<file path="src/rtl/i2c_target_port.sv">
// i2c_target_port: I2C target engine oversampled by the system clock.
// Detects START/STOP, ACKs OWN_ADDR only, strobes out written bytes and
// serializes bytes fetched from the fabric on reads. SCL is never used as a clock.
module i2c_target_port #(
  parameter logic [6:0] OWN_ADDR    = 7'h50,
  parameter int         SYNC_STAGES = 2
) (
  input  logic       clk,
  input  logic       rst,
  input  logic       scl_in,
  input  logic       sda_in,
  output logic       sda_oe,
  output logic [7:0] rx_data,
  output logic       rx_valid,
  input  logic [7:0] tx_data,
  output logic       tx_req,
  output logic       busy,
  output logic       addr_hit
);

  typedef enum logic [2:0] {
    S_IDLE, S_ADDR, S_ADDR_ACK, S_WR_DATA, S_WR_ACK, S_RD_DATA, S_RD_ACK, S_IGNORE
  } state_t;

  logic [SYNC_STAGES-1:0] r_scl_sync;
  logic [SYNC_STAGES-1:0] r_sda_sync;
  logic                   r_scl_hist;
  logic                   r_sda_hist;

  logic w_scl, w_sda;
  logic w_scl_rise, w_scl_fall, w_sda_rise, w_sda_fall;
  logic w_start, w_stop;

  state_t     r_state;
  logic [2:0] r_bitcnt;
  logic       r_full;      // 8 bits shifted in, waiting for the closing scl_fall
  logic       r_rw;        // latched R/W bit of the matched address byte
  logic [7:0] r_shift;
  logic [6:0] r_tx_shift;  // remaining read bits; bit 7 is driven at load time
  logic       r_sda_oe;
  logic [7:0] r_rx_data;
  logic       r_rx_valid;
  logic       r_tx_req;
  logic       r_busy;
  logic       r_addr_hit;

  // Metastability synchronizers plus one history flop per pin (data path, no reset)
  always_ff @(posedge clk) begin
    r_scl_sync <= {r_scl_sync[SYNC_STAGES-2:0], scl_in};
    r_sda_sync <= {r_sda_sync[SYNC_STAGES-2:0], sda_in};
    r_scl_hist <= r_scl_sync[SYNC_STAGES-1];
    r_sda_hist <= r_sda_sync[SYNC_STAGES-1];
  end

  assign w_scl      = r_scl_sync[SYNC_STAGES-1];
  assign w_sda      = r_sda_sync[SYNC_STAGES-1];
  assign w_scl_rise =  w_scl & ~r_scl_hist;
  assign w_scl_fall = ~w_scl &  r_scl_hist;
  assign w_sda_rise =  w_sda & ~r_sda_hist;
  assign w_sda_fall = ~w_sda &  r_sda_hist;
  assign w_start    = w_sda_fall & w_scl;
  assign w_stop     = w_sda_rise & w_scl;

  // Protocol FSM: bus conditions first, then the one-cycle tx load, then per-state bit handling
  always_ff @(posedge clk) begin
    if (rst) begin
      r_state    <= S_IDLE;
      r_bitcnt   <= 3'd0;
      r_full     <= 1'b0;
      r_rw       <= 1'b0;
      r_sda_oe   <= 1'b0;
      r_rx_data  <= 8'h00;
      r_rx_valid <= 1'b0;
      r_tx_req   <= 1'b0;
      r_busy     <= 1'b0;
      r_addr_hit <= 1'b0;
    end else begin
      r_rx_valid <= 1'b0;
      r_tx_req   <= 1'b0;
      r_addr_hit <= 1'b0;
      if (w_start) begin
        r_state  <= S_ADDR;
        r_bitcnt <= 3'd0;
        r_full   <= 1'b0;
        r_sda_oe <= 1'b0;
        r_busy   <= 1'b0;
      end else if (w_stop) begin
        r_state  <= S_IDLE;
        r_sda_oe <= 1'b0;
        r_busy   <= 1'b0;
      end else if (r_tx_req) begin
        // tx_data is captured in the strobe cycle; SCL is still low here
        r_tx_shift <= tx_data[6:0];
        r_sda_oe   <= ~tx_data[7];
      end else begin
        case (r_state)
          S_ADDR: begin
            if (w_scl_rise) begin
              r_shift  <= {r_shift[6:0], w_sda};
              r_bitcnt <= r_bitcnt + 3'd1;
              if (r_bitcnt == 3'd7) r_full <= 1'b1;
            end else if (w_scl_fall && r_full) begin
              r_full <= 1'b0;
              if (r_shift[7:1] == OWN_ADDR) begin
                r_sda_oe   <= 1'b1;
                r_addr_hit <= 1'b1;
                r_busy     <= 1'b1;
                r_rw       <= r_shift[0];
                r_state    <= S_ADDR_ACK;
              end else begin
                r_state <= S_IGNORE;
              end
            end
          end
          S_ADDR_ACK: begin
            if (w_scl_fall) begin
              r_bitcnt <= 3'd0;
              r_full   <= 1'b0;
              if (r_rw) begin
                r_tx_req <= 1'b1;
                r_state  <= S_RD_DATA;
              end else begin
                r_sda_oe <= 1'b0;
                r_state  <= S_WR_DATA;
              end
            end
          end
          S_WR_DATA: begin
            if (w_scl_rise) begin
              r_shift  <= {r_shift[6:0], w_sda};
              r_bitcnt <= r_bitcnt + 3'd1;
              if (r_bitcnt == 3'd7) begin
                r_full     <= 1'b1;
                r_rx_data  <= {r_shift[6:0], w_sda};
                r_rx_valid <= 1'b1;
              end
            end else if (w_scl_fall && r_full) begin
              r_full   <= 1'b0;
              r_sda_oe <= 1'b1;
              r_state  <= S_WR_ACK;
            end
          end
          S_WR_ACK: begin
            if (w_scl_fall) begin
              r_sda_oe <= 1'b0;
              r_bitcnt <= 3'd0;
              r_full   <= 1'b0;
              r_state  <= S_WR_DATA;
            end
          end
          S_RD_DATA: begin
            if (w_scl_fall) begin
              if (r_bitcnt == 3'd7) begin
                r_sda_oe <= 1'b0;
                r_bitcnt <= 3'd0;
                r_state  <= S_RD_ACK;
              end else begin
                r_sda_oe   <= ~r_tx_shift[6];
                r_tx_shift <= {r_tx_shift[5:0], 1'b0};
                r_bitcnt   <= r_bitcnt + 3'd1;
              end
            end
          end
          S_RD_ACK: begin
            if (w_scl_rise && w_sda) begin
              r_busy  <= 1'b0;
              r_state <= S_IGNORE;
            end else if (w_scl_fall) begin
              r_tx_req <= 1'b1;
              r_bitcnt <= 3'd0;
              r_state  <= S_RD_DATA;
            end
          end
          S_IGNORE: r_sda_oe <= 1'b0;
          default: ;
        endcase
      end
    end
  end

  assign sda_oe   = r_sda_oe;
  assign rx_data  = r_rx_data;
  assign rx_valid = r_rx_valid;
  assign tx_req   = r_tx_req;
  assign busy     = r_busy;
  assign addr_hit = r_addr_hit;

endmodule

</file>
<file path="config.mk">
export PLATFORM = sky130hd
export DESIGN_NAME = i2c_target_port
export DESIGN_NICKNAME = d
export VERILOG_FILES = /design/src/rtl/i2c_target_port.sv
export SDC_FILE = /design/constraint.sdc
export NUM_CORES = 1
export LEC_CHECK = 0
export CORE_MARGIN = 3
export CORE_UTILIZATION = 45
export CTS_BUF_LIST = sky130_fd_sc_hd__clkbuf_8
export CTS_CLUSTER_DIAMETER = 120
export CTS_CLUSTER_SIZE = 12
export DETAILED_ROUTE_END_ITERATION = 16
export GPL_TIMING_DRIVEN = 0
export PLACE_DENSITY_LB_ADDON = 0.05
export SETUP_SLACK_MARGIN = 0.2
export SYNTH_ARGS = -nofsm -noshare
export SYNTH_HDL_FRONTEND = slang
export SYNTH_SLANG_ARGS = --single-unit
</file>
<file path="constraint.sdc">
create_clock -name clk -period 3.63 [get_ports clk]
set_input_delay 0.363 -clock clk [delete_from_list [all_inputs] [get_ports clk]]
set_output_delay 0.363 -clock clk [all_outputs]
set_load 0.03 [all_outputs]
</file>
======== After elaboration in Yosys (flattened, before gate mapping) ========
Index checks and enable logic that the tools add are counted.
operators by class
  $add $sub $neg .......................... 1
  eq/ne operators ......................... 45
  muxes and demuxes ....................... 51
  bitwise gates (word level) .............. 20
  reductions and logical operators ........ 27
operators by type and width
  cell                                           number
  2-to-1 mux 3 bit                               17
  AND reduction 6 bit                            6
  inequality test 3 bit, second input constant   11
  inequality test 4 bit, second input constant   8
  2-to-1 mux 7 bit                               4
  2-to-1 mux 1 bit                               24
  inequality test 2 bit, second input constant   12
  AND reduction 11 bit                           2
  one-hot mux 3 bit (6 select lines)             1
  == test 3 bit, second input constant           5
  inverter 1 bit                                 14
  one-hot mux 3 bit (4 select lines)             1
  AND reduction 10 bit                           1
  nonzero test 2 bit                             4
  nonzero test 8 bit                             1
  == test 7 bit, second input constant           1
  AND reduction 7 bit                            1
  nonzero test 7 bit                             1
  OR reduction 7 bit                             1
  AND 1 bit                                      6
  == test 3 x 2 -> 1 bit, second input constant  2
  one-hot mux 1 bit (2 select lines)             3
  one-hot mux 1 bit (6 select lines)             1
  nonzero test 6 bit                             1
  12 further kinds                               16
word-level totals
  register bits ........................... 42
  input port bits ......................... 12
  output and inout port bits .............. 13
  logic and storage cells ................. 161

======== Logic depth before layout (Yosys ltp) ========
Gate-level depths: netlist of the first run.
  word-level depth ........................ 9
  depth in mapped cells ................... 7
  mapped depth without buffers ............ 7

======== Worst setup path before layout of the first run ========
Ideal clock, no wire load.
  kind .................................... register -> register
  from .................................... reg r_sda_sync[1]
  to ...................................... reg r_shift[0] (enable)
  setup time .............................. 0.383 ns
  arrival time ............................ 1.501 ns
  required time ........................... 3.247 ns
  path slack .............................. 1.745 ns
  stages on the path, launching flop included .. 5
  path buffers ............................ 1
  clock period less this slack ............ 1.885 ns
  cell sequence ........................... dfxtp_1 xor2_1 a21o_1 buf_6 nor3_1
on the way
  word-level cells in the longest chain between the ends .. 5
ends and longest elaborated chain
  item                               line  source
  from (decl)                        26    logic [SYNC_STAGES-1:0] r_sda_sync;
  from (signal assigned)             50    r_sda_sync <= {r_sda_sync[SYNC_STAGES-2:0], sda_in};
  inverter 1 bit                     60    assign w_sda_fall = ~w_sda & r_sda_hist;
  AND 1 bit                          60
  AND 1 bit                          61    assign w_start = w_sda_fall & w_scl;
  inverter 1 bit (no line)           --
  AND reduction 6 bit (no line) (*)  --
  to (signal assigned)               99    r_shift <= {r_shift[6:0], w_sda};
  to (signal assigned)               130   r_shift <= {r_shift[6:0], w_sda};
  to (decl)                          38    logic [7:0] r_shift;
Every way passes the cells marked *; elsewhere a longest branch is shown, timed or not.
A chain may end at the register's enable or synchronous reset.

======== Worst setup path in the final report of the first run ========
  from .................................... reg r_bitcnt[0]
  to ...................................... reg r_tx_shift[2] (enable)
on the way
  word-level cells in the longest chain between the ends .. 3
ends and longest elaborated chain
  item                             line  source
  from (decl)                      35    logic [2:0] r_bitcnt;
  from (signal assigned)           100   r_bitcnt <= r_bitcnt + 3'd1;
  from (signal assigned)           131   r_bitcnt <= r_bitcnt + 3'd1;
  from (signal assigned)           160   r_bitcnt <= r_bitcnt + 3'd1;
  == test 3 bit                    153   if (r_bitcnt == 3'd7) begin
  inequality test 2 bit (no line)  --
  AND reduction 6 bit (no line)    --
  to (signal assigned)             93    r_tx_shift <= tx_data[6:0];
  to (signal assigned)             159   r_tx_shift <= {r_tx_shift[5:0], 1'b0};
  to (decl)                        39    logic [6:0] r_tx_shift;
Every way passes these cells.

==> impl_metrics.toml, run 1 <==
[status]
outcome = "complete, no violations"

[worst_setup_path]
cp_max_fo = 7
cp.arrival_ps = 2240
crit_buf_inv = 0
crit_chain = "ha_1 -> ha_1 -> nor4bb_1 -> a21oi_1 -> nor2_1"
setup.worst_path.end = "r_tx_shift[2]$_DFFE_PP_"
crit_start = "r_bitcnt[0]$_SDFFE_PP0P_"
worst_setup_path_start_kind = "flip-flop"
crit_family = "simple AND/OR/NAND/NOR gates"
r2r_start = "r_bitcnt[0]$_SDFFE_PP0P_"
regToRegSetupSlack_ps = 1320
critical_path_depth = 5
cpMaxStageDelayCell = "nor4bb_1"
crit_top_cell = "ha_1"
max_stage_delay_ps = 500
criticalPathCategory = "reg2reg"
cp.required_ps = 3560
reg2reg_depth = 5
regToRegEndpoint = "r_tx_shift[2]$_DFFE_PP_"
end_kind = "flip-flop"

[sta]
timing.setup.tns_ps = 0
fin_crit_ps = 2309
finClkSkew_ps = 9.214
worst_pin_slew_ps = 1099
fmax_mhz = 433.0
rsz0062_at_grt = "no"
timing.final.crit_share = 0.6362
setup_viol = 0
slew_headroom = 0.2617
drv_slew = 0
hold_viol = 0
setup_slack_ps = 1321

[floorplanning]
num_rows = 23
die_x_um = 71.37
die-area_um2 = 5094
ios = 25
die_h_um = 71.37
start_util = 0.4739
core_um2 = 4058

[synth]
syn_avg_cell_area_um2 = 10.68
synth_ff_type = "dfxtp_1"
synth.top_cell.area_share = 0.2811
synth_largest_area_cell = "dfxtp_1"
netlist_instances = 180
async_flop_share = 0
synth-seq-area-share = 0.5153
syn_nets = 194
yosysWarnings = 0
synth_edf_count = 15
synth_cell_types = 51
yosysMostFrequentCell = "dfxtp_1"
ys_top_cells_by_count = "27 x dfxtp_1, 19 x nor2_1, 15 x edfxtp_1"
synth_seq_cells = 42
synth_area_leaders = "dfxtp_1 28%, edfxtp_1 23%, mux2i_1 5.2%, nor2_1 3.7%, mux2_2 3.5%"
synthesis.area_um2 = 1923

[final_layout]
fillers = 353
drive_gt1_frac = 0.1226
area_growth_pct = 21.47
antenna_cells = 0
fin_area_um2 = 2336
final_nets = 225

[clock_network]
cts_buffer_depth = 2
post-cts-setup-buffers = 0
cts_sinks = 42
cts_tree = "done"
root_buffer = "clkbuf_8"
clk_latency_ps = 290
clk_pin_slew_ps = 80
hold_buffers = 0
cts_made_buffers = 5
cts_max_level = 2
ctsResizeCount = 0

[placement]
pre_cts_ws_ps = 1114
gp_congestion = 0.9045
placed_cell_area_um2 = 2226
dp_hpwl_mm = 2.929
portBuffers = 24

[global_routing]
globalRouteOverflowTotal = 0
grt.total_usage = 0.1738
grt_pass1_vias = 1469
grt_pass1_wl_mm = 6.962
antenna_found_initial = 0
grt_max_degree = 14

[pwr]
p_total_uw = 905.7
p_switching_uw = 190.9
p_leak_nw = 0.8113
switching_share = 0.2108
p_comb_frac = 0.052
vdd_drop_max_mv = 0.2869
p_seq_frac = 0.545
clockPowerShare = 0.403
internal_power_uw = 714.8
powerDensity_nw_per_um2 = 387.7

[routing]
antenna_left = 0
drc = 0
via_count = 1425
wirelength_mm = 4.102
wire_per_inst_um = 15.66
viasPerCell = 5.439
dr.first_iter.drc_count = 154
detailedRoute.firstPassIterationCount = 4

[job]
cap_violations = 0

[worst_hold_path]
holdCritPathClass = "reg2reg"
[logic make-up after synthesis]
family | count (synthesis) | share of synthesized area
compound gates | 32 | 0.1139
xor+xnor | 2 | 0.009110
fa+ha+maj | 2 | 0.01301
buf+inv | 11 | 0.02927
flops | 42 | 0.5153
mux | 16 | 0.08718
simple gates | 75 | 0.2323
[final cells by class]
| cell class | count | area [µm²] | area share |
|---|---|---|---|
| clock buffer | 5 | 68.82 | 0.02946 |
| timing repair buffer | 24 | 240.2 | 0.1028 |
| tap | 50 | 62.56 | 0.02678 |
| buffer | 9 | 48.80 | 0.02089 |
| clock inverter | 3 | 41.29 | 0.01768 |
| sequential | 42 | 991.0 | 0.4242 |
| multi-input combinational | 127 | 875.8 | 0.3749 |
| inverter | 2 | 7.507 | 0.003214 |
[power groups by stage]
stage / clock network, mW / logic (mW) / registers, mW
floorplan: 0 / 0.0282 / 0.503
global placement: 0 / 0.0465 / 0.504
detailed placement: 0 / 0.0475 / 0.505
CTS: 0.375 / 0.0477 / 0.494
global route: 0.394 / 0.0515 / 0.495
finish: 0.365 / 0.0475 / 0.493
[state kept, by name, summed over array words and instances, names as in the netlist]
| signal | flops |
|---|---|
| r_full | 1 |
| tx_req | 1 |
| r_sda_hist | 1 |
| r_bitcnt | 3 |
| r_state | 3 |
| busy | 1 |
| r_rw | 1 |
| r_scl_hist | 1 |
| r_tx_shift | 7 |
| rx_data | 8 |
| r_shift | 8 |
| r_sda_sync | 2 |
| sda_oe | 1 |
| rx_valid | 1 |
| r_scl_sync | 2 |
| addr_hit | 1 |
[cells in the final DEF (no fill, tap or decap), drive strengths merged, types with 2 or more instances in the layout]
master,count
a211o,2
a21o,3
a21oi,12
a31oi,2
and2,2
and3b,2
buf,5
clkbuf,9
clkdlybuf4s50,24
dfxtp,27
edfxtp,15
ha,2
inv,3
mux2,6
mux2i,10
nand2,13
nand2b,10
nand3,2
nand3b,3
nor2,19
nor2b,2
nor3,5
nor4,6
o21ai,5
o221ai,2
o311ai,2
or3b,2
[per-stage QoR]
step,std cells,hold WS [ps],utilization
floorplan,180,309.6,-
global placement,254,312.8,0.5486
detailed placement,254,313.5,0.5486
CTS,262,332.4,0.5757
global route,262,352.2,0.5757
finish,262,332.5,0.5757
[worst register-to-register path, stage by stage (launching register included)]
cell and delay (ps):
dfxtp_1 330, ha_1 200, ha_1 280, nor4bb_1 500
a21oi_1 150, nor2_1 490
[worst min-delay path by stage]
stage / slack [ps] / to / cells after the start / start
2_1_floorplan: 310 / r_scl_sync[1]$_DFF_P_ / 0 / r_scl_sync[0]$_DFF_P_
3_3_place_gp: 310 / r_sda_sync[1]$_DFF_P_ / 0 / r_sda_sync[0]$_DFF_P_
3_5_place_dp: 310 / r_scl_sync[1]$_DFF_P_ / 0 / r_scl_sync[0]$_DFF_P_
4_1_cts: 330 / r_scl_sync[1]$_DFF_P_ / 0 / r_scl_sync[0]$_DFF_P_
5_1_grt: 350 / r_sda_sync[1]$_DFF_P_ / 0 / r_sda_sync[0]$_DFF_P_
6_report: 330 / r_scl_sync[1]$_DFF_P_ / 0 / r_scl_sync[0]$_DFF_P_
[per-layer routing]
layer  share of wire  GRT usage
met1            0.45     0.2283
met2            0.49     0.2796
met3           0.051    0.04909
met4          0.0068    0.05219
met5               0          0
Note: power is estimated with default switching activity, not from simulation.
==> run 2, diff against run 1 <==
==> constraint.sdc (replaced) <==
create_clock -name clk -period 2.34 [get_ports clk]
set_input_delay 0.234 -clock clk [delete_from_list [all_inputs] [get_ports clk]]
set_output_delay 0.234 -clock clk [all_outputs]
set_load 0.03 [all_outputs]
==> impl_metrics.toml, run 2 (same netlist as run 1, synthesis figures left out) <==
[final_layout]
fin_area_um2 = 2355
final_nets = 225
antenna_cells = 0
drive_gt1_frac = 0.1368
final_common_cell = "dfxtp_1"
area_growth_pct = 22.45
mostFrequentLayoutCells = "27 x dfxtp_1, 24 x clkdlybuf4s50_1, 18 x nor2_1"

[routing]
viasPerCell = 5.401
antenna_left = 0
dr.first_iter.drc_count = 216
drc = 0
wirelength_mm = 4.156
wire_per_inst_um = 15.86
via_count = 1415
detailedRoute.firstPassIterationCount = 4

[placement]
portBuffers = 24
placed_cell_area_um2 = 2226
gp_congestion = 0.9045
dp_hpwl_mm = 2.929

[floorplanning]
die_h_um = 71.37
start_util = 0.4739
num_rows = 23
die_x_um = 71.37
core_um2 = 4058
die-area_um2 = 5094
ios = 25

[worst_setup_path]
worst_setup_path_start_kind = "flip-flop"
criticalPathCategory = "reg2reg"
cp_max_fo = 5
crit_buf_inv = 0
end_kind = "flip-flop"
cp.required_ps = 2540
crit_chain = "ha_1 -> ha_1 -> nor4bb_2 -> nor2_1 -> o21ai_1 -> mux2i_1 -> nor2_1"
crit_family = "simple AND/OR/NAND/NOR gates"
cpMaxStageDelayCell = "nor4bb_2"
max_stage_delay_ps = 430
cp.arrival_ps = 2170

[global_routing]
antenna_found_initial = 0
globalRouteOverflowTotal = 0
grt.total_usage = 0.1738
grt_pass1_vias = 1469
grt_pass1_wl_mm = 6.962
grt_max_degree = 14

[clock_network]
cts_made_buffers = 5
cts_max_level = 2
cts_sinks = 42
hold_buffers = 0
cts_buffer_depth = 2
clk_pin_slew_ps = 90
clk_latency_ps = 290
root_buffer = "clkbuf_8"
cts_tree = "done"

[sta]
timing.final.crit_share = 0.8436
fin_crit_ps = 1974
setup_viol = 0
rsz0062_at_grt = "no"
slew_headroom = 0.5301
drv_slew = 0
worst_pin_slew_ps = 699.0
finClkSkew_ps = 8.331
fmax_mhz = 506.6
hold_viol = 0

[pwr]
vdd_drop_max_mv = 0.4405
p_total_mw = 1.406
powerDensity_nw_per_um2 = 597.0
p_leak_nw = 0.8135

[status]
outcome = "complete, no violations"

[job]
cap_violations = 0

[worst_hold_path]
holdCritPathClass = "reg2reg"
[run 2: worst reg2reg max path: stages, from the launching register on]
cell,delay [ps]
dfxtp_1,330
ha_1,200
ha_1,290
nor4bb_2,430
nor2_1,80
o21ai_1,260
mux2i_1,240
nor2_1,50
[run 2: per-layer routing]
metal  GRT usage  share of wire  routed length (µm)
met2      0.2796           0.49                2016
met3     0.04909          0.047                 194
met5           0              0                   0
met1      0.2283           0.46                1896
met4     0.05219          0.012                  49
[run 2: worst paths after layout]
| kind | start | end | slack, ps | cells after the start |
|---|---|---|---|---|
| max reg2reg | r_bitcnt[0]$_SDFFE_PP0P_ | r_state[1]$_SDFFE_PP0P_ | 370 | 7 |
| max | r_bitcnt[0]$_SDFFE_PP0P_ | r_state[1]$_SDFFE_PP0P_ | 370 | 7 |
| min | r_scl_sync[0]$_DFF_P_ | r_scl_sync[1]$_DFF_P_ | 330 | 0 |
| min reg2reg | r_scl_sync[0]$_DFF_P_ | r_scl_sync[1]$_DFF_P_ | 330 | 0 |
[run 2: per-stage QoR]
stage	TNS (ps)	util	setup WS [ps]	std cells	hold WS, ps
after floorplan	0	-	455.3	180	261.7
after global placement	-464.0	0.5486	-58.10	254	312.8
after detailed placement	-374.4	0.5486	-46.95	254	313.5
after CTS	0	0.5757	57.23	262	332.4
after global routing	0	0.5803	218.6	262	352.2
final	0	0.5803	365.9	262	332.7
[run 2: layout make-up]
class                      count  area [µm²]
tap                           50       62.56
multi-input combinational    127       894.6
inverter                       2       7.507
buffer                         9       48.80
clock inverter                 3       41.29
timing repair buffer          24       240.2
fill                         352        1703
clock buffer                   5       68.82
sequential                    42       991.0
[run 2: where the power goes]
group          switching (mW)  leakage, nW  internal, mW
Clock                   0.251       0.0556         0.314
Combinational          0.0383        0.403        0.0368
Sequential            0.00731        0.355         0.758
Total                   0.297        0.813          1.11
[run 2: what timing repair did]
action / in CTS / in global routing
endpoints found under the setup margin: 15 / 16
endpoints found under the hold margin: 0 / 0
buffers inserted: 0 / 0
gates resized for setup: 0 / 4
